### src/rtl/round_sequencer.sv
// Game round sequencer: idle -> pre-round countdown -> timed play -> over, with a 1 Hz game tick.
// Remaining seconds are presented as two BCD digits; pause freezes all timing, abort returns to idle.
module round_sequencer #(
    parameter int CLK_HZ     = 100_000_000,
    parameter int PRESTART_S = 5,
    parameter int ROUND_S    = 60
) (
    input  logic       clk_100MHz,
    input  logic       reset,
    input  logic       start,
    input  logic       pause,
    input  logic       abort,
    output logic [1:0] state,
    output logic       tick_1Hz,
    output logic [3:0] sec_tens,
    output logic [3:0] sec_ones,
    output logic       go,
    output logic       round_over
);

    localparam int PW = (CLK_HZ > 1) ? $clog2(CLK_HZ) : 1;
    localparam logic [PW-1:0] PRESC_LAST = PW'(CLK_HZ - 1);
    localparam logic [6:0]    SEC_PRE    = 7'(PRESTART_S);
    localparam logic [6:0]    SEC_ROUND  = 7'(ROUND_S);

    typedef enum logic [1:0] {
        IDLE      = 2'b00,
        COUNTDOWN = 2'b01,
        PLAY      = 2'b10,
        OVER      = 2'b11
    } phase_t;

    phase_t        phase, phase_next;
    logic [PW-1:0] presc, presc_next;
    logic [6:0]    seconds, seconds_next;
    logic          go_next, over_next;
    logic          running;
    logic          tick;

    assign running  = (phase == COUNTDOWN) || (phase == PLAY);
    assign tick     = running && !pause && (presc == PRESC_LAST);
    assign tick_1Hz = tick;
    assign state    = phase;

    always_ff @(posedge clk_100MHz or posedge reset) begin
        if (reset) begin
            phase      <= IDLE;
            presc      <= '0;
            seconds    <= SEC_PRE;
            go         <= 1'b0;
            round_over <= 1'b0;
        end else begin
            phase      <= phase_next;
            presc      <= presc_next;
            seconds    <= seconds_next;
            go         <= go_next;
            round_over <= over_next;
        end
    end

    always_comb begin
        phase_next   = phase;
        presc_next   = presc;
        seconds_next = seconds;
        go_next      = 1'b0;
        over_next    = 1'b0;

        // Prescaler holds while paused; a tick wraps it back to zero.
        if (running && !pause) begin
            presc_next = tick ? '0 : presc + PW'(1);
        end

        case (phase)
            IDLE: begin
                presc_next   = '0;
                seconds_next = SEC_PRE;
                if (start) begin
                    phase_next = COUNTDOWN;
                end
            end
            COUNTDOWN: begin
                if (tick) begin
                    if (seconds > 7'd1) begin
                        seconds_next = seconds - 7'd1;
                    end else begin
                        phase_next   = PLAY;
                        seconds_next = SEC_ROUND;
                        presc_next   = '0;
                        go_next      = 1'b1;
                    end
                end
            end
            PLAY: begin
                if (tick) begin
                    if (seconds > 7'd1) begin
                        seconds_next = seconds - 7'd1;
                    end else begin
                        phase_next   = OVER;
                        seconds_next = 7'd0;
                        over_next    = 1'b1;
                    end
                end
            end
            default: begin
                presc_next   = '0;
                seconds_next = 7'd0;
                if (start) begin
                    phase_next   = COUNTDOWN;
                    seconds_next = SEC_PRE;
                end
            end
        endcase

        // Abort overrides everything, including a terminal tick in the same cycle.
        if (abort) begin
            phase_next   = IDLE;
            presc_next   = '0;
            seconds_next = SEC_PRE;
            go_next      = 1'b0;
            over_next    = 1'b0;
        end
    end

    // Binary to BCD for 0..99 by threshold comparison.
    always_comb begin
        sec_tens = 4'd0;
        for (int i = 1; i <= 9; i++) begin
            if (seconds >= 7'(i * 10)) begin
                sec_tens = 4'(i);
            end
        end
        sec_ones = 4'(seconds - 7'(sec_tens * 10));
    end

endmodule

### config.mk
export PLATFORM = sky130hd
export DESIGN_NAME = round_sequencer
export DESIGN_NICKNAME = d
export VERILOG_FILES = /design/src/rtl/round_sequencer.sv
export SDC_FILE = /design/constraint.sdc
export NUM_CORES = 1
export LEC_CHECK = 0
export BUFFER_PORTS_ARGS = -buffer_cell sky130_fd_sc_hd__buf_2
export CORE_ASPECT_RATIO = 1.25
export CORE_MARGIN = 2
export CORE_UTILIZATION = 53
export CTS_CLUSTER_DIAMETER = 120
export CTS_CLUSTER_SIZE = 12
export DETAILED_ROUTE_END_ITERATION = 8
export PLACE_DENSITY = 0.72
export SYNTH_ARGS = -nofsm -noshare
export SYNTH_HDL_FRONTEND = slang
export SYNTH_SLANG_ARGS = --single-unit
### constraint.sdc
create_clock -name clk_100MHz -period 4.1 [get_ports clk_100MHz]
set_input_delay 0 -clock clk_100MHz [delete_from_list [all_inputs] [get_ports clk_100MHz]]
set_output_delay 0 -clock clk_100MHz [all_outputs]
set_load 0.05 [all_outputs]
[After elaboration in Yosys (flattened, before gate mapping)]
Cells that the tools add are included.
Word-level totals
  bits of input ports: 5
  register bits after elaboration: 38
  word-level logic and storage cells: 69
  output and inout bits: 13
Operators by class
  add/sub/neg operators: 3
  multiplexer cells: 35
  multiply operators: 1
  eq/ne operators: 7
  reductions and logical operators: 8
  magnitude comparators: 10
Operators with widths (number)
  2-to-1 mux 27 bit: 5
  one-hot mux 27 bit (2 select lines): 1
  2-to-1 mux 7 bit: 5
  2-to-1 mux 4 bit: 8
  adder 27 x 1 -> 27 bit (second input constant): 1
  == test 27 bit (second input constant): 1
  >= comparator 7 x 6 -> 1 bit (second input constant): 3
  >= comparator 7 bit (second input constant): 3
  one-hot mux 7 bit (3 select lines): 1
  >= comparator 7 x 5 -> 1 bit (second input constant): 2
  2-to-1 mux 2 bit: 6
  inequality test 3 bit (second input constant): 4
  >= comparator 7 x 4 -> 1 bit (second input constant): 1
  greater-than comparator 7 x 1 -> 1 bit (second input constant): 1
  2-to-1 mux 1 bit: 7
  subtractor 7 x 1 -> 7 bit (second input constant): 1
  AND reduction 5 bit: 1
  multiplier 4 x 3 -> 3 bit (second input constant): 1
  one-hot mux 2 bit (2 select lines): 1
  nonzero test 4 bit: 1
  subtractor 4 bit: 1
  2-to-1 mux 3 bit: 1
  == test 2 x 1 -> 1 bit (second input constant): 1
  == test 2 bit (second input constant): 1
  5 further kinds: 6

[Logic depth before layout (Yosys ltp)]
Gate-level depths: netlist (run 1).
  depth in word-level cells: 12
  depth in mapped cells: 11
  depth with buffers taken out: 11

[Worst setup path before layout (run 1)]
No wires, ideal clock.
  path type: register -> output
  start point: register seconds[2]
  end point: output sec_ones[3]
  setup slack: 0.414 ns
  stages on the path, launching flop included: 10
  arrival time: 3.686 ns
  path buffers: 1
  required time: 4.100 ns
  cells stage by stage: dfstp_2 buf_2 nand2_1 o21ai_0 a22oi_1 o21ai_0 fa_1 xor2_1 xnor2_1 xnor2_1
On the way
  elaborated cells between the ends (all ways): 20
  those cells by class: add/sub (1); mul (1); order compare (9); mux (9)
RTL lines
  start: declaration: line 35  | logic [6:0] seconds, seconds_next;
  start signal: assignment: line 55  | seconds <= seconds_next;
  >= comparator 7 x 5 -> 1 bit: line 128  | if (seconds >= 7'(i * 10)) begin
  2-to-1 mux 4 bit (7 in series): line 128
  2-to-1 mux 4 bit (*): line 128
  net sec_tens[1]: line 15  | output logic [3:0] sec_tens,
  multiplier 4 x 3 -> 3 bit (*): line 132  | sec_ones = 4'(seconds - 7'(sec_tens * 10));
  subtractor 4 bit (*): line 132
  end: declaration: line 16  | output logic [3:0] sec_ones,
Mark *: on every way through the listed nets, which the timed path passes. The rest lies on a longest branch.

[Worst setup path after layout (run 1)]
  start point: register seconds[0]
  end point: output sec_ones[3]
On the way
  longest elaborated chain between the ends: 12
  elaborated cells between the ends (all ways): 20
  those cells by class: add/sub (1); mul (1); order compare (9); mux (9)
RTL lines (line)
  >= comparator 7 x 4 -> 1 bit: 128
  2-to-1 mux 1 bit: 128
  2-to-1 mux 4 bit (8 in series): 128
  multiplier 4 x 3 -> 3 bit: 132
  subtractor 4 bit (*): 132
Mark *: on every way between the ends. The rest lies on a longest branch, timed or not.

==> run summary, run 1 <==
Status -> finished, final reports clean
Initial Util -> 55.5%
Clk pin slew, worst setup/hold paths -> 0.07 ns
Final Cycle Share -> 81.6%
TritonCTS Sinks -> 38
Remaining Overflow, GRT -> 0
Critical path class -> reg2out
Min cycle time layout -> 3.35 ns
Via Count -> 1911
Overall Power -> 1.54 mW
Syn nets -> 287
Power density cells -> 584 nW/um^2
H-tree depth -> 2
WL/cell -> 13.4 um
Seq cells post-synth -> 38
Mean area per synthesized cell -> 9.03 sq um
Clock Skews -> 0.00707 ns
Synth top cells by count -> nor2_1, dfrtp_1, nand2_1, xnor2_1, inv_1
Tot GR Track Use -> 20.3%
Post-CTS Setup Inserts -> 0
Syn Inst Count -> 272
Vias in the first global route -> 1910
Core Util, Final -> 59.7%
Synth Flop Type -> dfrtp_1
Worst Path Required -> 4.10 ns
Worst IR Drop VDD -> 0.315 mV
WP data arrival -> 3.35 ns
Internal -> 0.790 mW
EDFF count, synth -> 0
Antenna violations before repair -> 0
Setup_tns -> 0 ns
Clock network power share -> 17.0%
Area Overhead vs Synth -> 7.59%
Combinational share of power -> 52.2%
Placer congestion estimate -> 0.815
Count leader, synth -> nor2_1
Root buffer cell -> clkbuf_8
Max-Cap Viols -> 0
Psw -> 0.753 mW
Core area -> 4430 sq um
Drt pass-1 iters -> 4
Final ANT Viol Nets -> 0
IO buf count -> 17
Full die area -> 5200 sq um
ANT cells -> 0
RSZ-0062 raised after global routing -> false
Finished layout cell area -> 2640 sq um
Finished Layout Cells -> 346
Dpl cell area -> 2530 sq um
Asr flop ratio synth -> 100%
Die Y -> 80.1 um
# IOs -> 18
Worst slew pin tran -> 0.491 ns
Max Clock Freq -> 299 MHz
Largest cells by area after synthesis -> dfrtp_1, nor2_1, xnor2_1
Pleak -> 1.09 nW
First-pass GRT wire length -> 8310 um
Final Slew Violations -> 0
Rows -> 27
Largest area contributor in the netlist -> dfrtp_1
Synth Warn # -> 0
Fin. Hold Viols -> 0
Clock Latency Late Sink -> 0.28 ns
Endpoint type of the worst setup path -> output pin
Switching Fraction -> 48.8%
First DRT Iteration DRCs -> 87
Post-Syn Area -> 2460 sq um
Slew HR -> 67.3%
Hold WC Path Type -> in2reg
Die Wd -> 64.9 um
Final layout net count -> 302
Register area share after synthesis -> 38.8%
Final WL -> 4650 um
Count of final setup violators -> 0
Residual DRC -> 0
Synth top area share -> 36.7%
Vias/cell -> 5.52
Inst Count DP -> 336
CTS Buf Count -> 5
Cell variety after synth -> 52
CTS tree -> built
CTS max path bufs -> 2
Worst-path fanout max -> 7
HPWL after DPL -> 3280 um
Largest net degree at the start of global routing -> 39
Sequential power share -> 30.8%
Startpoint types -> flip-flop
Layout cell share with drive strength beyond 1 -> 12.5%
[cells in the final DEF, fill, tap and decap left out, drive strengths merged, types with 7 or more instances in the layout]
cell type  Yosys  final
buf           13     20
clkbuf         1      7
dfrtp         36     36
ha             9      9
inv           13     13
nand2         21     21
nand3         11     11
nand4         11     11
nor2          46     46
nor3          11     11
xnor2         19     19
xor2          12     12
[repair_timing]
item	CTS	global route
hold endpoints to repair	38	0
setup endpoints to repair	0	0
resized for setup	0	0
hold buffers	2	0
[cells by family (layout without fill, tap and decap cells)]
family          after synthesis  after routing  synth area share (%)
compound gates               32             32                  9.07
xor+xnor                     31             31                  11.1
mux                           2              2                 0.815
simple gates                132            132                  28.6
buf+inv                      27             43                  6.27
flops                        38             38                  38.8
fa+ha+maj                    10             10                  5.40
[routing by layer]
layer  vias to the layer above  share of wire, %  GRT usage (%)
met5                         -                 0              0
met3                         4               2.3           3.36
met4                         0               1.4           7.02
met2                        21                52           37.8
li1                        978                 -              -
met1                       908                44           23.2
[power groups by stage]
stage / Sequential [mW] / Combinational, mW / Clock [mW]
after floorplan: 0.476 / 0.682 / 0
after global placement: 0.479 / 0.802 / 0
after detailed placement: 0.481 / 0.809 / 0
after CTS: 0.475 / 0.814 / 0.267
after global routing: 0.486 / 0.878 / 0.282
final: 0.474 / 0.806 / 0.262
[area by class of cell]
class | instances | area [sq um]
clock buffers | 7 | 86.3
flip-flops and latches | 38 | 953
repair buffers | 22 | 128
clock inverters | 1 | 5.00
multi-input cells | 207 | 1350
fillers | 396 | 1780
well taps | 58 | 72.6
inverters | 13 | 48.8
[critical path: stages, from the launching register on]
cell and delay (ns):
dfstp_2 0.62, inv_1 0.08, ha_1 0.19, or3b_2 0.43, a21oi_1 0.14, o21ai_0 0.11
o221a_2 0.17, ha_1 0.20, fa_1 0.37, xor2_1 0.16, xnor2_1 0.18, xnor2_1 0.13
buf_2 0.28
[flip-flops by register name, indices dropped and copies added (netlist names)]
signal / flops
seconds: 7
presc: 27
go: 1
state: 2
round_over: 1
[stage by stage]
| step | hold WS, ns | setup WS, ns |
|---|---|---|
| after floorplan | 0.0698 | 0.414 |
| after global routing | 0.0645 | 0.485 |
| after CTS | 0.0333 | 0.711 |
| after detailed placement | 0.148 | 1.05 |
| final | 0.0324 | 0.755 |
| after global placement | 0.140 | 1.12 |
[worst paths after layout]
path	slack, ns	cells past startpoint	end	startpoint
worst max-delay path	0.75	12	sec_ones[3]	seconds[0]
worst min-delay path	0.03	3	presc[1]	pause
worst max register to register	1.76	8	presc[10]	state[0]
worst min register to register	0.54	2	presc[26]	presc[26]
max in group asynchronous	3.37	4	seconds[2]	reset
min in group asynchronous	0.37	4	presc[10]	reset
Power figures use the tool's default switching activity.
==> run 2: changes to the inputs <==
--- a/config.mk
+++ b/config.mk
@@ -12,7 +12,7 @@
 export CTS_CLUSTER_DIAMETER = 120
 export CTS_CLUSTER_SIZE = 12
 export DETAILED_ROUTE_END_ITERATION = 8
-export PLACE_DENSITY = 0.72
+export PLACE_DENSITY = 0.74
 export SYNTH_ARGS = -nofsm -noshare
 export SYNTH_HDL_FRONTEND = slang
 export SYNTH_SLANG_ARGS = --single-unit
==> constraint.sdc (replaced) <==
create_clock -name clk_100MHz -period 2.7 [get_ports clk_100MHz]
set_input_delay 0 -clock clk_100MHz [delete_from_list [all_inputs] [get_ports clk_100MHz]]
set_output_delay 0 -clock clk_100MHz [all_outputs]
set_load 0.05 [all_outputs]
==> run summary, run 2 (synthesis gave the netlist of run 1 again) <==
WP data arrival -> 2.93 ns
H-tree depth -> 2
Die Y -> 80.1 um
Finished Layout Cells -> 354
Slew HR -> 54.7%
Post-CTS Setup Inserts -> 0
Final Cycle Share -> 109%
Final ANT Viol Nets -> 0
Dpl cell area -> 2640 sq um
Fin. Hold Viols -> 0
TritonCTS Sinks -> 38
Full die area -> 5200 sq um
Count of final setup violators -> 1
Setup_tns -> -0.230 ns
CP max stage cell -> dfstp_2
Residual DRC -> 0
Core area -> 4430 sq um
Worst slew pin tran -> 0.679 ns
ANT cells -> 0
Area Overhead vs Synth -> 14.3%
Vias/cell -> 5.68
Via Count -> 2012
# IOs -> 18
Clock Skews -> 0.0102 ns
Crit-path cells -> inv_2, ha_4, or3b_4, a21oi_2, o21ai_2, o221a_4, ha_4, fa_2, xor2_2, xnor2_2, xnor2_2, buf_6
WL/cell -> 13.6 um
Placer congestion estimate -> 0.792
Most flops, register -> presc
Layout cell share with drive strength beyond 1 -> 18.9%
Max Clock Freq -> 341 MHz
Final Slew Violations -> 0
First DRT Iteration DRCs -> 97
Worst IR Drop VDD -> 0.369 mV
Power density cells -> 955 nW/um^2
Final layout net count -> 310
Inst Count DP -> 344
Endpoint type of the worst setup path -> output pin
Hold WC Path Type -> in2reg
Startpoint types -> flip-flop
Core Util, Final -> 63.4%
Min cycle time layout -> 2.93 ns
Remaining Overflow, GRT -> 0
RSZ-0062 raised after global routing -> true
Tot GR Track Use -> 21.4%
Worst Path Required -> 2.70 ns
Root buffer cell -> clkbuf_8
Worst path max stage delay -> 0.54 ns
Most frequent cells in the layout -> nor2_1, dfrtp_1, nand2_1, xnor2_1, buf_2
Most common cell after layout, fill and taps aside -> nor2_1
IO buf count -> 17
Final Worst Setup Slack -> -0.230 ns
Worst-path fanout max -> 2
Max-Cap Viols -> 0
Clk pin slew, worst setup/hold paths -> 0.08 ns
Final WL -> 4800 um
First-pass GRT wire length -> 8830 um
Vias in the first global route -> 2012
CTS max path bufs -> 2
Antenna violations before repair -> 0
Largest net degree at the start of global routing -> 28
Rows -> 27
Pleak -> 1.15 nW
Critical path class -> reg2out
Finished layout cell area -> 2810 sq um
Max reg flops -> 27
CTS Buf Count -> 5
CTS tree -> built
HPWL after DPL -> 3470 um
Initial Util -> 55.5%
Die Wd -> 64.9 um
Clock Latency Late Sink -> 0.29 ns
Drt pass-1 iters -> 4
Failing checks -> setup timing
Status -> finished with violations
==> run 2: final timing paths <==
kind,start,endpoint,slack (ns),depth (start not counted)
max,seconds[0],sec_ones[3],-0.23,12
min,pause,presc[0],0.04,3
max reg2reg,state[1],presc[20],0.40,8
min reg2reg,presc[16],presc[16],0.55,2
max in group asynchronous,reset,state[0],1.62,4
min in group asynchronous,reset,seconds[3],0.35,3
==> run 2: area by class of cell <==
| cell class | instances | area (sq um) |
|---|---|---|
| fillers | 380 | 1620 |
| multi-input cells | 207 | 1420 |
| flip-flops and latches | 38 | 953 |
| repair buffers | 30 | 200 |
| well taps | 58 | 72.6 |
| clock buffers | 5 | 68.8 |
| inverters | 13 | 48.8 |
| clock inverters | 3 | 40.0 |
==> run 2: per-layer routing <==
layer / wire length [um] / global-route usage (%) / vias to the layer above / share of wire, %
li1: - / - / 990 / -
met1: 2090 / 24.4 / 965 / 44
met2: 2510 / 39.9 / 49 / 52
met3: 142 / 2.94 / 8 / 3.0
met4: 59 / 8.09 / 0 / 1.2
met5: 0 / 0 / - / 0
==> run 2: worst max-delay path, delay by kind of cell (launching register included) <==
| family | cells | cell delay [ns] |
|---|---|---|
| XOR/XNOR | 3 | 0.50 |
| flip-flops | 1 | 0.54 |
| adder cells (fa/ha/maj) | 3 | 0.66 |
| buffers and inverters | 2 | 0.22 |
| AO/OA/AOI/OAI | 3 | 0.36 |
| AND/OR/NAND/NOR | 1 | 0.36 |
==> run 2: power breakdown <==
part           internal [mW]  total [mW]  leakage, nW  switching, mW
sequential             0.624       0.691        0.521         0.0667
clock                  0.272       0.465       0.0579          0.193
combinational          0.564        1.53        0.573          0.963
==> run 2: timing repair <==
item                                   CTS  global route
hold buffers                             2             0
endpoints found under the hold margin   17             0
setup endpoints to repair                1             2
resized for setup                        5             5
pin swaps                                2             3
==> run 2: per-stage QoR <==
stage	total power [mW]	setup slack [ns]	hold slack, ns
2_1_floorplan	1.83	-0.277	0.0698
3_3_place_gp	2.11	-0.0231	0.136
3_5_place_dp	2.12	-0.0488	0.142
4_1_cts	2.64	-0.254	0.0338
5_1_grt	2.88	-0.320	0.0799
6_report	2.68	-0.230	0.0396
==> run 3: changes to the inputs <==
--- a/config.mk
+++ b/config.mk
@@ -5,6 +5,7 @@
 export SDC_FILE = /design/constraint.sdc
 export NUM_CORES = 1
 export LEC_CHECK = 0
+export ABC_AREA = 1
 export BUFFER_PORTS_ARGS = -buffer_cell sky130_fd_sc_hd__buf_2
 export CORE_ASPECT_RATIO = 1.25
 export CORE_MARGIN = 2
==> run summary, run 3 <==
Final Slew Violations -> 0
Largest family of logic cells by synthesized area -> simple AND/OR/NAND/NOR gates
Tot GR Track Use -> 23.5%
Reg-to-reg endpoint -> presc[8]
Synth top cells by count -> nand2_1, nor2_1, inv_1, dfrtp_1, nand3_1
Synth Area in XOR/XNOR -> 4.30%
Remaining Overflow, GRT -> 0
Mux cell area share after synthesis -> 0%
WL/cell -> 12.8 um
Critical path class -> reg2out
CTS max path bufs -> 2
CP startpoint -> seconds[0]
IO buf count -> 17
Clk pin slew, worst setup/hold paths -> 0.07 ns
Drt pass-1 iters -> 5
Critical path endpoint -> sec_ones[3]
Fillers -> 433
Power density cells -> 1100 nW/um^2
TritonCTS Sinks -> 38
Count of final setup violators -> 1
Cell variety after synth -> 38
Final Cycle Share -> 110%
Dpl cell area -> 2850 sq um
Max Clock Freq -> 336 MHz
HPWL after DPL -> 4430 um
H-tree depth -> 2
Post-Syn Area -> 2650 sq um
Syn nets -> 374
Clock Skews -> 0.00691 ns
ANT cells -> 0
Status -> finished with violations
Min cycle time layout -> 2.98 ns
Synth Flop Type -> dfrtp_1
CTS tree -> built
R2R cell count -> 11
Setup_tns -> -0.278 ns
Largest net degree at the start of global routing -> 23
Register area share after synthesis -> 36.0%
Die Y -> 83.1 um
Core area -> 4760 sq um
Largest area contributor in the netlist -> dfrtp_1
Hold WC Path Type -> in2reg
Fin. Hold Viols -> 0
Synth top area share -> 34.0%
Startpoint types -> flip-flop
# IOs -> 18
Layout cell share with drive strength beyond 1 -> 21.3%
Die Wd -> 67.2 um
Core Util, Final -> 63.3%
Failing checks -> setup timing
Max-Cap Viols -> 0
Antenna violations before repair -> 0
Area Overhead vs Synth -> 13.8%
Via Count -> 2382
Worst Path Required -> 2.70 ns
Rows -> 28
Vias in the first global route -> 2404
First-pass GRT wire length -> 10200 um
Residual DRC -> 0
Mean area per synthesized cell -> 7.38 sq um
WP data arrival -> 2.98 ns
Pre-CTS setup slack -> -0.145 ns
Compound-Gate Fraction of Synth Area -> 8.69%
Setup slack, reg-to-reg -> 0.45 ns
Pleak -> 1.39 nW
Hold depth -> 3
Final ANT Viol Nets -> 0
EDFF count, synth -> 0
Final layout net count -> 404
Max reg flops -> 27
First DRT Iteration DRCs -> 147
Synth Area in Adders -> 5.00%
Clock Latency Late Sink -> 0.30 ns
Asr flop ratio synth -> 100%
Largest cells by area after synthesis -> dfrtp_1, nand2_1, nor2_1
Reg-to-reg startpoint -> state[0]
Most flops, register -> presc
Initial Util -> 55.6%
Slew HR -> 44.5%
Worst-path fanout max -> 2
Finished layout cell area -> 3020 sq um
Final Worst Setup Slack -> -0.278 ns
Most frequent cells in the layout -> nand2_1, nor2_1, inv_1, dfrtp_1, nand3_1
Vias/cell -> 5.29
Full die area -> 5590 sq um
Endpoint type of the worst setup path -> output pin
Synth Warn # -> 0
Seq cells post-synth -> 38
Root buffer cell -> clkbuf_8
Worst IR Drop VDD -> 0.690 mV
Syn Inst Count -> 359
Most common cell after layout, fill and taps aside -> nand2_1
Placer congestion estimate -> 0.902
Count leader, synth -> nand2_1
Worst slew pin tran -> 0.831 ns
Final WL -> 5780 um
Post-Synth Simple-Gate Area -> 36.2%
RSZ-0062 raised after global routing -> true
CTS Buf Count -> 5
## run 3: cell count changes in the layout (fill, tap and decap cells not counted), sizes merged, moves of 10 or more
| cell | change |
|---|---|
| o21ai | +14 |
| nand2 | +57 |
| inv | +39 |
| nor2 | +26 |
| nand3 | +10 |
| xnor2 | -14 |
## run 3: where the power goes
part	leakage (nW)	internal (mW)	switching, mW
Combinational	0.822	0.772	1.43
Clock	0.0482	0.206	0.206
Sequential	0.521	0.632	0.0718
Total	1.39	1.61	1.71
## run 3: cell type report
class	count	area, sq um	area share [%]
sequential	38	953	31.6
multi-input combinational	261	1490	49.4
inverter	53	203	6.72
timing repair buffer	30	204	6.76
clock buffer	7	86.3	2.86
clock inverter	1	5.00	0.166
tap	60	75.1	2.49
## run 3: metrics by stage
stage / hold slack [ns] / instances / power [mW]
CTS: 0.0657 / 450 / 3.28
global placement: 0.201 / 438 / 2.60
detailed placement: 0.207 / 438 / 2.64
floorplan: 0.0726 / 359 / 2.24
finish: 0.0675 / 450 / 3.32
global route: 0.0923 / 450 / 3.57
## run 3: repair_timing
action | 4_1_cts | 5_1_grt
resized for setup | 8 | 4
cloned | 0 | 0
setup endpoints to repair | 2 | 2
hold buffers | 2 | 0
endpoints found under the hold margin | 20 | 0
pin swaps | 8 | 4
buffers inserted | 2 | 0
## run 3: cells by family (layout without fill, tap and decap cells)
group / Yosys count / after routing
flops: 38 / 38
simple gates: 199 / 199
fa+ha+maj: 10 / 10
compound gates: 39 / 39
xor+xnor: 13 / 13
buf+inv: 60 / 91
## run 3: worst min path at each step
stage | end | slack, ns | from
after floorplan | go | 0.07 | abort
after global placement | state[0] | 0.20 | reset
after detailed placement | state[0] | 0.21 | reset
after CTS | presc[0] | 0.07 | pause
after global routing | presc[0] | 0.09 | pause
final | presc[0] | 0.07 | pause
## run 3: critical path: stages, from the launching register on
cell        delay [ns]
dfstp_2           0.54
inv_2             0.04
ha_2              0.16
nand2_1           0.06
nand3_1           0.07
o21ai_1           0.13
nand2_1           0.06
nand2_1           0.06
nand2_1           0.05
nand2_1           0.07
nand2_2           0.06
nand2_2           0.10
clkinvlp_4        0.11
ha_4              0.16
fa_2              0.35
xnor2_2           0.16
xnor2_2           0.17
inv_1             0.08
nand2_2           0.08
nand2_4           0.05
buf_8             0.14
## run 3: layer usage
metal	wire (um)	part of all wire [%]	vias up	track usage, %
li1	-	-	1202	-
met1	2370	41	1105	27.0
met2	3050	53	57	40.0
met3	171	3.0	18	4.07
met4	194	3.4	0	12.8
met5	0	0	-	0
